`config.mk`:
```
export PLATFORM = sky130hd
export DESIGN_NAME = div_unit
export DESIGN_NICKNAME = d
export VERILOG_FILES = /design/src/rtl/div_unit_pkg.sv /design/src/rtl/div_unit_step.sv /design/src/rtl/div_unit.sv
export SDC_FILE = /design/constraint.sdc
export NUM_CORES = 1
export LEC_CHECK = 0
export CAP_MARGIN = 20
export CORE_MARGIN = 4
export CORE_UTILIZATION = 53
export CTS_CLUSTER_SIZE = 8
export DETAILED_ROUTE_END_ITERATION = 10
export PLACE_DENSITY = 0.74
export RECOVER_POWER = 25
export SKIP_LAST_GASP = 1
export SLEW_MARGIN = 20
export SYNTH_ARGS = -nofsm -noshare
export SYNTH_HDL_FRONTEND = slang
export SYNTH_SLANG_ARGS = --single-unit
```
`constraint.sdc`:
```
create_clock -name clk -period 12.85 [get_ports clk]
set_clock_uncertainty 0.15 [all_clocks]
set_input_delay 1.9275 -clock clk [delete_from_list [all_inputs] [get_ports clk]]
set_output_delay 1.9275 -clock clk [all_outputs]
set_load 0.02 [all_outputs]
```
`src/rtl/div_unit_pkg.sv`:
```
// Shared constants for the iterative divide/remainder unit.
package div_unit_pkg;

  localparam int unsigned DIV_OP_WIDTH = 2;

  localparam logic [DIV_OP_WIDTH-1:0] DIV_OP_DIV  = 2'b00;
  localparam logic [DIV_OP_WIDTH-1:0] DIV_OP_DIVU = 2'b01;
  localparam logic [DIV_OP_WIDTH-1:0] DIV_OP_REM  = 2'b10;
  localparam logic [DIV_OP_WIDTH-1:0] DIV_OP_REMU = 2'b11;

  typedef enum logic [1:0] {
    DIV_ST_IDLE = 2'd0,
    DIV_ST_CALC = 2'd1,
    DIV_ST_DONE = 2'd2
  } div_state_e;

endpackage

```
`src/rtl/div_unit_step.sv`:
```
// One radix-2 restoring iteration: shift {rem,quot} left, trial-subtract the divisor.
module div_unit_step #(
  parameter int unsigned XLEN = 64
) (
  input  logic [XLEN-1:0] i_rem,
  input  logic [XLEN-1:0] i_quot,
  input  logic [XLEN-1:0] i_divisor,
  output logic [XLEN-1:0] o_rem,
  output logic [XLEN-1:0] o_quot
);

  logic [XLEN:0]   w_rem_sh;
  logic [XLEN-1:0] w_diff;
  logic            w_ge;

  // Shifted partial remainder carries one extra bit so large unsigned divisors compare correctly.
  always_comb begin
    w_rem_sh = {i_rem, i_quot[XLEN-1]};
    w_ge     = (w_rem_sh >= {1'b0, i_divisor});
    w_diff   = w_rem_sh[XLEN-1:0] - i_divisor;
    o_rem    = w_ge ? w_diff : w_rem_sh[XLEN-1:0];
    o_quot   = {i_quot[XLEN-2:0], w_ge};
  end

endmodule

```
`src/rtl/div_unit.sv`:
```
// Iterative RV64M DIV/DIVU/REM/REMU (+W) unit with valid/ready request and response.
module div_unit
  import div_unit_pkg::*;
#(
  parameter int unsigned XLEN  = 64,
  parameter int unsigned CNT_W = 7
) (
  input  logic                    clk,
  input  logic                    rst,
  input  logic                    in_valid,
  output logic                    in_ready,
  input  logic [XLEN-1:0]         a,
  input  logic [XLEN-1:0]         b,
  input  logic [DIV_OP_WIDTH-1:0] op,
  input  logic                    word,
  input  logic                    flush,
  output logic                    out_valid,
  input  logic                    out_ready,
  output logic [XLEN-1:0]         res,
  output logic                    busy
);

  localparam int unsigned WLEN = 32;

  div_state_e      r_state, w_state_nxt;
  logic [CNT_W-1:0] r_cnt;
  logic [XLEN-1:0] r_rem, r_quot, r_divisor;
  logic            r_neg_q, r_neg_r, r_word, r_sel_rem;

  logic            w_accept, w_signed, w_sel_rem, w_a_neg, w_b_neg, w_div0, w_ovf;
  logic [XLEN-1:0] w_a_ext, w_b_ext, w_a_mag, w_b_mag, w_min_neg;
  logic [XLEN-1:0] w_step_rem, w_step_quot;
  logic [XLEN-1:0] w_q_fix, w_r_fix, w_sel, w_res;

  assign in_ready = (r_state == DIV_ST_IDLE) && !flush;
  assign busy     = (r_state != DIV_ST_IDLE);
  assign w_accept = in_valid && in_ready;

  // Operand extension, magnitudes and special-case detection at accept time.
  always_comb begin
    w_signed  = (op == DIV_OP_DIV) || (op == DIV_OP_REM);
    w_sel_rem = (op == DIV_OP_REM) || (op == DIV_OP_REMU);
    if (word) begin
      w_a_ext   = {{(XLEN-WLEN){w_signed & a[WLEN-1]}}, a[WLEN-1:0]};
      w_b_ext   = {{(XLEN-WLEN){w_signed & b[WLEN-1]}}, b[WLEN-1:0]};
      w_min_neg = {{(XLEN-WLEN+1){1'b1}}, {(WLEN-1){1'b0}}};
    end else begin
      w_a_ext   = a;
      w_b_ext   = b;
      w_min_neg = {1'b1, {(XLEN-1){1'b0}}};
    end
    w_a_neg = w_signed & w_a_ext[XLEN-1];
    w_b_neg = w_signed & w_b_ext[XLEN-1];
    w_a_mag = w_a_neg ? -w_a_ext : w_a_ext;
    w_b_mag = w_b_neg ? -w_b_ext : w_b_ext;
    w_div0  = (w_b_ext == '0);
    w_ovf   = w_signed && (w_a_ext == w_min_neg) && (&w_b_ext);
  end

  div_unit_step #(.XLEN(XLEN)) u_step (
    .i_rem     (r_rem),
    .i_quot    (r_quot),
    .i_divisor (r_divisor),
    .o_rem     (w_step_rem),
    .o_quot    (w_step_quot)
  );

  // Sign fixup, quotient/remainder select and W-variant sign extension.
  always_comb begin
    w_q_fix = r_neg_q ? -r_quot : r_quot;
    w_r_fix = r_neg_r ? -r_rem : r_rem;
    w_sel   = r_sel_rem ? w_r_fix : w_q_fix;
    w_res   = r_word ? {{(XLEN-WLEN){w_sel[WLEN-1]}}, w_sel[WLEN-1:0]} : w_sel;
  end

  // State register.
  always_ff @(posedge clk or posedge rst) begin
    if (rst) r_state <= DIV_ST_IDLE;
    else     r_state <= w_state_nxt;
  end

  // Next-state logic; flush overrides every transition.
  always_comb begin
    w_state_nxt = r_state;
    case (r_state)
      DIV_ST_IDLE: if (w_accept) w_state_nxt = (w_div0 || w_ovf) ? DIV_ST_DONE : DIV_ST_CALC;
      DIV_ST_CALC: if (r_cnt == CNT_W'(1)) w_state_nxt = DIV_ST_DONE;
      DIV_ST_DONE: if (out_valid && out_ready) w_state_nxt = DIV_ST_IDLE;
      default:     w_state_nxt = DIV_ST_IDLE;
    endcase
    if (flush) w_state_nxt = DIV_ST_IDLE;
  end

  // Operand capture on accept, one restoring iteration per CALC cycle.
  always_ff @(posedge clk or posedge rst) begin
    if (rst) begin
      r_cnt     <= '0;
      r_rem     <= '0;
      r_quot    <= '0;
      r_divisor <= '0;
      r_neg_q   <= 1'b0;
      r_neg_r   <= 1'b0;
      r_word    <= 1'b0;
      r_sel_rem <= 1'b0;
    end else if (w_accept) begin
      r_divisor <= w_b_mag;
      r_word    <= word;
      r_sel_rem <= w_sel_rem;
      r_cnt     <= word ? CNT_W'(WLEN) : CNT_W'(XLEN);
      if (w_div0) begin
        r_quot  <= '1;
        r_rem   <= w_a_ext;
        r_neg_q <= 1'b0;
        r_neg_r <= 1'b0;
      end else if (w_ovf) begin
        r_quot  <= w_a_ext;
        r_rem   <= '0;
        r_neg_q <= 1'b0;
        r_neg_r <= 1'b0;
      end else begin
        // W dividends sit in the top half so N=32 shifts feed all their bits into rem.
        r_quot  <= word ? (w_a_mag << WLEN) : w_a_mag;
        r_rem   <= '0;
        r_neg_q <= w_a_neg ^ w_b_neg;
        r_neg_r <= w_a_neg;
      end
    end else if (r_state == DIV_ST_CALC) begin
      r_rem  <= w_step_rem;
      r_quot <= w_step_quot;
      r_cnt  <= r_cnt - CNT_W'(1);
    end
  end

  // Result register: loaded once on DONE entry, held until the response handshake.
  always_ff @(posedge clk or posedge rst) begin
    if (rst) begin
      res       <= '0;
      out_valid <= 1'b0;
    end else if (flush) begin
      out_valid <= 1'b0;
    end else if (r_state == DIV_ST_DONE && !out_valid) begin
      res       <= w_res;
      out_valid <= 1'b1;
    end else if (out_valid && out_ready) begin
      out_valid <= 1'b0;
    end
  end

endmodule

```
After elaboration in Yosys (flattened, before gate mapping)
Cells that the tools add are included.

Register bits after elaboration: 270. Input port bits: 136. Output and inout bits: 67. Logic and storage cells: 87.

Reductions and logical operators: 20. Bitwise logic cells: 6. Multiplexer cells: 34. Eq/ne operators: 9. $add $sub $neg: 6. Order comparisons: 1.

Operators with widths (count): $mux W64 (17); $neg A64 Y64 (4); $ge A65 B64 Y1 (1); $eq A64 B64 Y1 (1); $logic_not A64 Y1 (1); $reduce_and A64 Y1 (1); $sub A64 B64 Y64 (1); $mux W63 (1); $mux W7 (3); $mux W2 (5); $ne A3 B3 Y1 const B (3); $eq A7 B1 Y1 const B (1); $mux W1 (7); $sub A7 B1 Y7 const B (1); $eq A2 B2 Y1 const B (3); $logic_and A1 B1 Y1 (6); $pmux W2 S3 (1); $and A1 B1 Y1 (4); $logic_not A2 Y1 (2); $reduce_bool A2 Y1 (2); $logic_or A1 B1 Y1 (3); $reduce_and A3 Y1 (1); $reduce_bool A3 Y1 (1); $eq A2 B1 Y1 const B (1); other kinds (4) (5).

Longest topological paths before layout
Gate-level depths: netlist (run 1).

Depth in word-level cells: 12. Depth in mapped cells: 15. Mapped depth without buffers: 14.

Hierarchy
A second synthesis (run 1) with hierarchy kept.

Cell total of the unflattened synthesis: 3206. Area total of the unflattened synthesis: 24365.9 µm².

Modules (own cells, without submodules): div_unit (cells each 2385, seq. area each 6756.5 µm², instances 1, area an instance 19093.3 µm²); div_unit_step (cells each 821, seq. area each 0.0 µm², instances 1, area an instance 5272.6 µm²).

Worst setup path before layout (run 1)
No wires, ideal clock.

Path type: input to register. From: input b[15]. To: register r_rem[50]. Setup time: 0.082 ns. Stages on the path: 11. Arrival time: 4.574 ns. Path slack: 8.043 ns. Cells stage by stage: or4_1 nor4_2 nand4_1 or3_1 nor3_1 and2_1 buf_2 nand2_1 clkbuf_1 clkbuf_1 o22ai_1.

Cells in the longest elaborated chain, start to end: 4.

Ends and longest elaborated chain: from (decl) (line div_unit.sv:13) `input logic [XLEN-1:0] b,`; $mux W64 (line div_unit.sv:43) `if (word) begin`; $logic_not A64 Y1 (line div_unit.sv:56) `w_div0 = (w_b_ext == '0);`; $mux W64 (line div_unit.sv:110) `if (w_div0) begin`; $mux W64 (line div_unit.sv:105) `end else if (w_accept) begin`; to (signal assigned) (line div_unit.sv:112) `r_rem <= w_a_ext;`; to (signal assigned) (line div_unit.sv:128) `r_rem <= w_step_rem;`; to (decl) (line div_unit.sv:27) `logic [XLEN-1:0] r_rem, r_quot, r_divisor;`.

Every way passes these cells. A chain may end at the register's enable or synchronous reset.

Worst setup path in the final report (run 1)
From: input b[0]. To: register r_rem[35].

Same word-level chain as after synthesis.

==> flow_metrics.env, run 1 <==
export IMPL_die_area_um2=46800
export IMPL_slew_violations=218
export IMPL_required_ns=13.17
export IMPL_vias=24300
export IMPL_start_util_pct=53.5
export IMPL_critPathArrivalTime_ns=7.19
export IMPL_grt_start_max_net_pins=132
export IMPL_avgSynthCellArea_um2=7.48
export IMPL_setup_viol=0
export IMPL_ios=203
export IMPL_end_kind="flop"
export IMPL_areaGrowthSynthToFinish_pct=14.9
export IMPL_portBuffers=202
export IMPL_mostFrequentLayoutCells="400 x nand2_1, 368 x o21ai_0, 277 x a21oi_1"
export IMPL_ir_worst_vdd_v=0.000137
export IMPL_grt_total_usage_pct=35.9
export IMPL_rows=76
export IMPL_clock_path_buffers=3
export IMPL_violations="max-capacitance violations, max-slew violations"
export IMPL_grt_ovfl_total=0
export IMPL_ys_seq_elements=270
export IMPL_async_flop_share_pct=100
export IMPL_grt_pass1_vias=23100
export IMPL_cts_setup_buffers=0
export IMPL_yosysTopAreaCellShare_pct=29.4
export IMPL_maxSlewHeadroom_pct=-300
export IMPL_power_density_nw_per_um2=263
export IMPL_status="complete, but fails checks"
export IMPL_place_congestion=1.07
export IMPL_fin_crit_ns=6.87
export IMPL_syn_inst=3077
export IMPL_synthFlopType="dfrtp_1"
export IMPL_drt_initial_drc_count=2544
export IMPL_cts_made_buffers=40
export IMPL_synth_area_um2=23000
export IMPL_fp_dieW_um=216
export IMPL_yosys_top_cells_area="dfrtp_1 29%, o21ai_0 8.0%, nand2_1 6.5%, a21oi_1 6.0%, xnor2_1 5.9%"
export IMPL_clock_latency_ns=0.58
export IMPL_die_h_um=216
export IMPL_hpwl_um=66800
export IMPL_grt_pass1_wl_um=133000
export IMPL_ys_types=82
export IMPL_final_area_um2=26400
export IMPL_clockRootBuffer="clkbuf_16"
export IMPL_htreeDepth=2
export IMPL_worst_pin_slew_ns=5.97
export IMPL_diodes=0
export IMPL_wl_per_cell_um=23.1
export IMPL_firstDrtPassIters=6
export IMPL_hp_class="flop to flop"
export IMPL_hold_viol_final=0
export IMPL_cap_violations=2
export IMPL_crit_fanout=23
export IMPL_layout_drive_gt1_share_pct=4.36
export IMPL_postCtsHoldBufs=0
export IMPL_synth_fp_nets=3285
export IMPL_startpoint_type="input pin"
export IMPL_path_clk_slew_ns=0.05
export IMPL_ys_seq_area_share_pct=29.4
export IMPL_fillers=3986
export IMPL_antenna_found_initial=0
export IMPL_viasPerCell=6.49
export IMPL_finalSetupTns_ns=0
export IMPL_place_area_um2=25300
export IMPL_synth_edf_count=0
export IMPL_layout_nets=3362
export IMPL_p_leak_nw=10.5
export IMPL_min_period_over_period_pct=53.5
export IMPL_core_area_um2=43000
export IMPL_layout_commonest_cell="nand2_1"
export IMPL_ys_warn_count=0
export IMPL_drc=0
export IMPL_antenna_left=0
export IMPL_clock_sinks=270
export IMPL_worstSetupPathType="input pin to flop"
export IMPL_drt_total_wl_um=86500
export IMPL_rsz0062_at_grt="no"
export IMPL_fmax_mhz=146
export IMPL_synth_area_leader_cell="dfrtp_1"
export IMPL_cts_tree="yes"
export IMPL_post_cts_resized=0
## cell families after synthesis
group           count (synthesis)  synth area share [%]
simple gates                 1034                  21.0
compound gates               1079                  28.7
flops                         270                  29.4
buf+inv                       317                  5.23
mux                            14                 0.614
fa+ha+maj                      72                  3.95
xor+xnor                      291                  11.1
## critical path, cell delays in order
cell and delay (ns):
clkdlybuf4s50_1 0.46, inv_1 0.11, ha_1 0.20, nor4b_1 0.55
and3_1 0.31, nand4_1 0.28, or3_1 0.53, nor3_1 0.55
and2_1 0.76, nand2_1 0.85, o21ai_0 0.44, a31oi_1 0.09
o21ai_0 0.11
## cells in the mapped netlist, types with 15 or more instances
cell type / instances
a21oi_1: 278
inv_1: 118
o41ai_1: 29
o31ai_1: 65
nor4_1: 33
nand2b_1: 25
ha_1: 71
nand4_1: 42
o21ai_1: 16
xor2_1: 136
o211ai_1: 24
xnor2_1: 155
o21a_1: 16
a221oi_1: 33
nor2_1: 255
dfrtp_1: 270
or4_1: 27
or3_1: 33
nand2_1: 401
a31oi_1: 43
o21ai_0: 369
a22oi_1: 17
and3_1: 27
buf_1: 15
a211oi_1: 51
nand3_1: 47
a21o_1: 28
o22ai_1: 16
nor3_1: 68
clkbuf_1: 179
## path summary, 6_finish.rpt
path                           start         to  slack [ns]  depth (start not counted)
hold reg to reg              res[40]    res[40]        0.32                          2
setup reg to reg           r_rem[13]  r_rem[30]        7.66                         12
max in group asynchronous        rst    r_neg_r        6.05                          2
setup / recovery                b[0]  r_rem[35]        5.98                         13
hold / removal               res[40]    res[40]        0.32                          2
min in group asynchronous        rst     res[1]        3.50                          2
## stage by stage
stage          setup WS (ns)  hold slack, ns  power [mW]  cells  util, %
2_1_floorplan           3.33           0.299        4.50   3077        -
3_3_place_gp            5.70           0.302        5.76   3697     58.9
3_5_place_dp            5.59           0.312        5.85   3697     58.9
4_1_cts                 6.15           0.323        6.86   3747     61.5
5_1_grt                 5.09           0.352        7.45   3747     61.5
6_report                5.98           0.320        6.96   3747     61.5
## final cells by class
class,count,area (µm²),share of cell area [%]
Clock buffer,47,1070,4.04
Clock inverter,3,70.1,0.265
Inverter,119,448,1.69
Multi-Input combinational cell,2490,15100,57.2
Sequential cell,270,6760,25.6
Tap cell,585,732,2.77
Timing Repair Buffer,233,2250,8.50
## layer usage
metal / track usage, % / up-vias / routed length (µm)
met2: 54.8 / 1307 / 37500
met5: 0 / - / 0
met4: 17.3 / 0 / 4460
met3: 6.23 / 219 / 8530
met1: 49.6 / 11500 / 36000
li1: - / 11300 / -
## power by group
group | leakage, nW | switching (mW) | internal, mW
combinational | 6.66 | 2.49 | 1.62
sequential | 3.32 | 0.626 | 1.23
clock | 0.558 | 0.395 | 0.601
total | 10.5 | 3.51 | 3.45
## flip-flops by register name (all words and copies together), names as in the netlist, 2 cells and up
signal,cells
r_divisor,64
r_quot,64
r_state,2
r_cnt,7
res,64
r_rem,64
No activity file was read; power rests on OpenSTA's default activity.
==> run 2: changes to the inputs <==
- PLACE_DENSITY: 0.74 -> 0.77
- clock period: 12.85 -> 6.2 ns (I/O delays scaled with it)
==> run 2 against run 1 <==
Against the previous run: cell count up 0.19%; highest routed layer unchanged; register-to-register slack worse by 6.0 ns; cell area up 0.18%; the flow still finishes with violations (max-capacitance violations, max-slew violations).
==> flow_metrics.env, run 2 (synthesis gave the netlist of run 1 again) <==
export IMPL_swShare_pct=50.8
export IMPL_drc=0
export IMPL_min_period_over_period_pct=78.2
export IMPL_rows=76
export IMPL_p_switching_mw=7.32
export IMPL_setup_worst_path_start="b[0]"
export IMPL_required_ns=6.54
export IMPL_critPathArrivalTime_ns=5.19
export IMPL_setup_viol=0
export IMPL_status="complete, but fails checks"
export IMPL_max_stage_delay_ns=0.57
export IMPL_mostFrequentLayoutCells="400 x nand2_1, 368 x o21ai_0, 277 x a21oi_1"
export IMPL_grt_total_usage_pct=36.0
export IMPL_power_frac_seq_pct=26.7
export IMPL_antenna_left=0
export IMPL_cts_tree="yes"
export IMPL_cts_setup_buffers=0
export IMPL_viasPerCell=6.50
export IMPL_hpwl_um=67100
export IMPL_ios=203
export IMPL_power_share_clock_pct=13.9
export IMPL_min_from="res[40]"
export IMPL_internal_power_mw=7.10
export IMPL_crit_fanout=23
export IMPL_crit_slowest_cell="nand2_1"
export IMPL_portBuffers=202
export IMPL_hold_viol_final=0
export IMPL_postCtsHoldBufs=0
export IMPL_grt_pass1_vias=23100
export IMPL_cp_top_family="simple AND/OR/NAND/NOR gates"
export IMPL_antenna_found_initial=1
export IMPL_layout_drive_gt1_share_pct=4.51
export IMPL_layout_commonest_cell="nand2_1"
export IMPL_clock_path_buffers=3
export IMPL_multi_input_area_um2=15100
export IMPL_finalPower_mw=14.4
export IMPL_worst_pin_slew_ns=3.13
export IMPL_cp_num_buf_inv=2
export IMPL_cap_violations=1
export IMPL_cts_made_buffers=40
export IMPL_worst_hold_slack_ns=0.310
export IMPL_wl_per_cell_um=23.3
export IMPL_fillers=4030
export IMPL_post_cts_resized=0
export IMPL_die_area_um2=46800
export IMPL_start_util_pct=53.5
export IMPL_layout_nets=3367
export IMPL_clock_latency_ns=0.59
export IMPL_hp_class="flop to flop"
export IMPL_core_area_um2=43000
export IMPL_fin_cells=3754
export IMPL_firstDrtPassIters=9
export IMPL_p_leak_nw=10.6
export IMPL_path_clk_slew_ns=0.05
export IMPL_place_congestion=1.07
export IMPL_maxSlewHeadroom_pct=-109
export IMPL_startpoint_type="input pin"
export IMPL_clockRootBuffer="clkbuf_16"
export IMPL_areaGrowthSynthToFinish_pct=15.1
export IMPL_violations="max-capacitance violations, max-slew violations"
export IMPL_drt_total_wl_um=87500
export IMPL_ir_worst_vdd_v=0.000304
export IMPL_fmax_mhz=206
export IMPL_finalSetupTns_ns=0
export IMPL_dp_cells=3702
export IMPL_pwr_share_comb_pct=59.4
export IMPL_fin_crit_ns=4.85
export IMPL_crit_top_cell="o21ai_0"
export IMPL_worstSetupPathType="input pin to flop"
export IMPL_seqCellArea_um2=6760
export IMPL_power_density_nw_per_um2=545
export IMPL_clock_sinks=270
export IMPL_die_h_um=216
export IMPL_crit_chain="clkdlybuf4s50_1 -> inv_1 -> ha_1 -> nor4b_1 -> and3_1 -> nand4_1 -> or3_1 -> nor3_1 -> and2_1 -> nand2_1 -> o21ai_0 -> o21ai_0 -> a21oi_1"
export IMPL_rsz0062_at_grt="no"
export IMPL_drt_initial_drc_count=3019
export IMPL_vias=24400
export IMPL_slew_violations=63
export IMPL_grt_start_max_net_pins=171
export IMPL_fp_dieW_um=216
export IMPL_r2r_start="r_quot[63]"
export IMPL_end_kind="flop"
export IMPL_grt_pass1_wl_um=134000
export IMPL_grt_ovfl_total=0
export IMPL_htreeDepth=2
run 2: metal layers:
layer | up-vias | GRT usage, % | share of wire, %
met4 | 0 | 15.3 | 4.8
met3 | 245 | 7.39 | 11
met5 | - | 0 | 0
met1 | 11400 | 49.8 | 41
met2 | 1404 | 55.0 | 43
li1 | 11300 | - | -
run 2: metrics by stage:
step	setup WS, ns	area, µm²	utilization [%]
2_1_floorplan	1.55	23000	-
3_3_place_gp	0.988	25400	59.1
3_5_place_dp	0.948	25400	59.1
4_1_cts	1.53	26500	61.6
5_1_grt	1.01	26500	61.6
6_report	1.35	26500	61.6
run 2: path summary, 6_finish.rpt:
path / endpoint / cells after the start / slack, ns
setup / recovery: r_rem[60] / 13 / 1.35
hold / removal: res[40] / 2 / 0.31
setup reg to reg: r_rem[62] / 14 / 1.62
hold reg to reg: res[40] / 2 / 0.31
max in group asynchronous: r_sel_rem / 3 / 1.88
min in group asynchronous: res[1] / 2 / 0.56
run 2: power by group through the flow:
| stage | Clock [mW] | Sequential [mW] | Combinational [mW] |
|---|---|---|---|
| after floorplan | 0 | 3.50 | 5.83 |
| after global placement | 0 | 3.73 | 8.27 |
| after detailed placement | 0 | 3.79 | 8.38 |
| after CTS | 2.03 | 3.76 | 8.41 |
| after global routing | 2.10 | 3.92 | 9.38 |
| final | 2.01 | 3.85 | 8.56 |
run 2: area by class of cell:
class	count	area share (%)
inverter	119	1.69
antenna	1	0.00945
tap	585	2.76
sequential	270	25.5
multi-input combinational	2490	57.1
clock inverter	4	0.189
clock buffer	47	3.95
timing repair buffer	238	8.82
run 2: worst register-to-register path, cell delays in order (launching register included):
cell and delay [ns]:
dfrtp_1 0.55, inv_1 0.14, ha_1 0.17, inv_1 0.05, fa_1 0.40, a21o_1 0.22
a221o_1 0.38, a41oi_1 0.39, nand4_1 0.19, a31oi_1 0.49, a21oi_1 0.29, a21bo_2 0.30
a221oi_1 0.39, xor2_1 0.23, o21ai_0 0.10
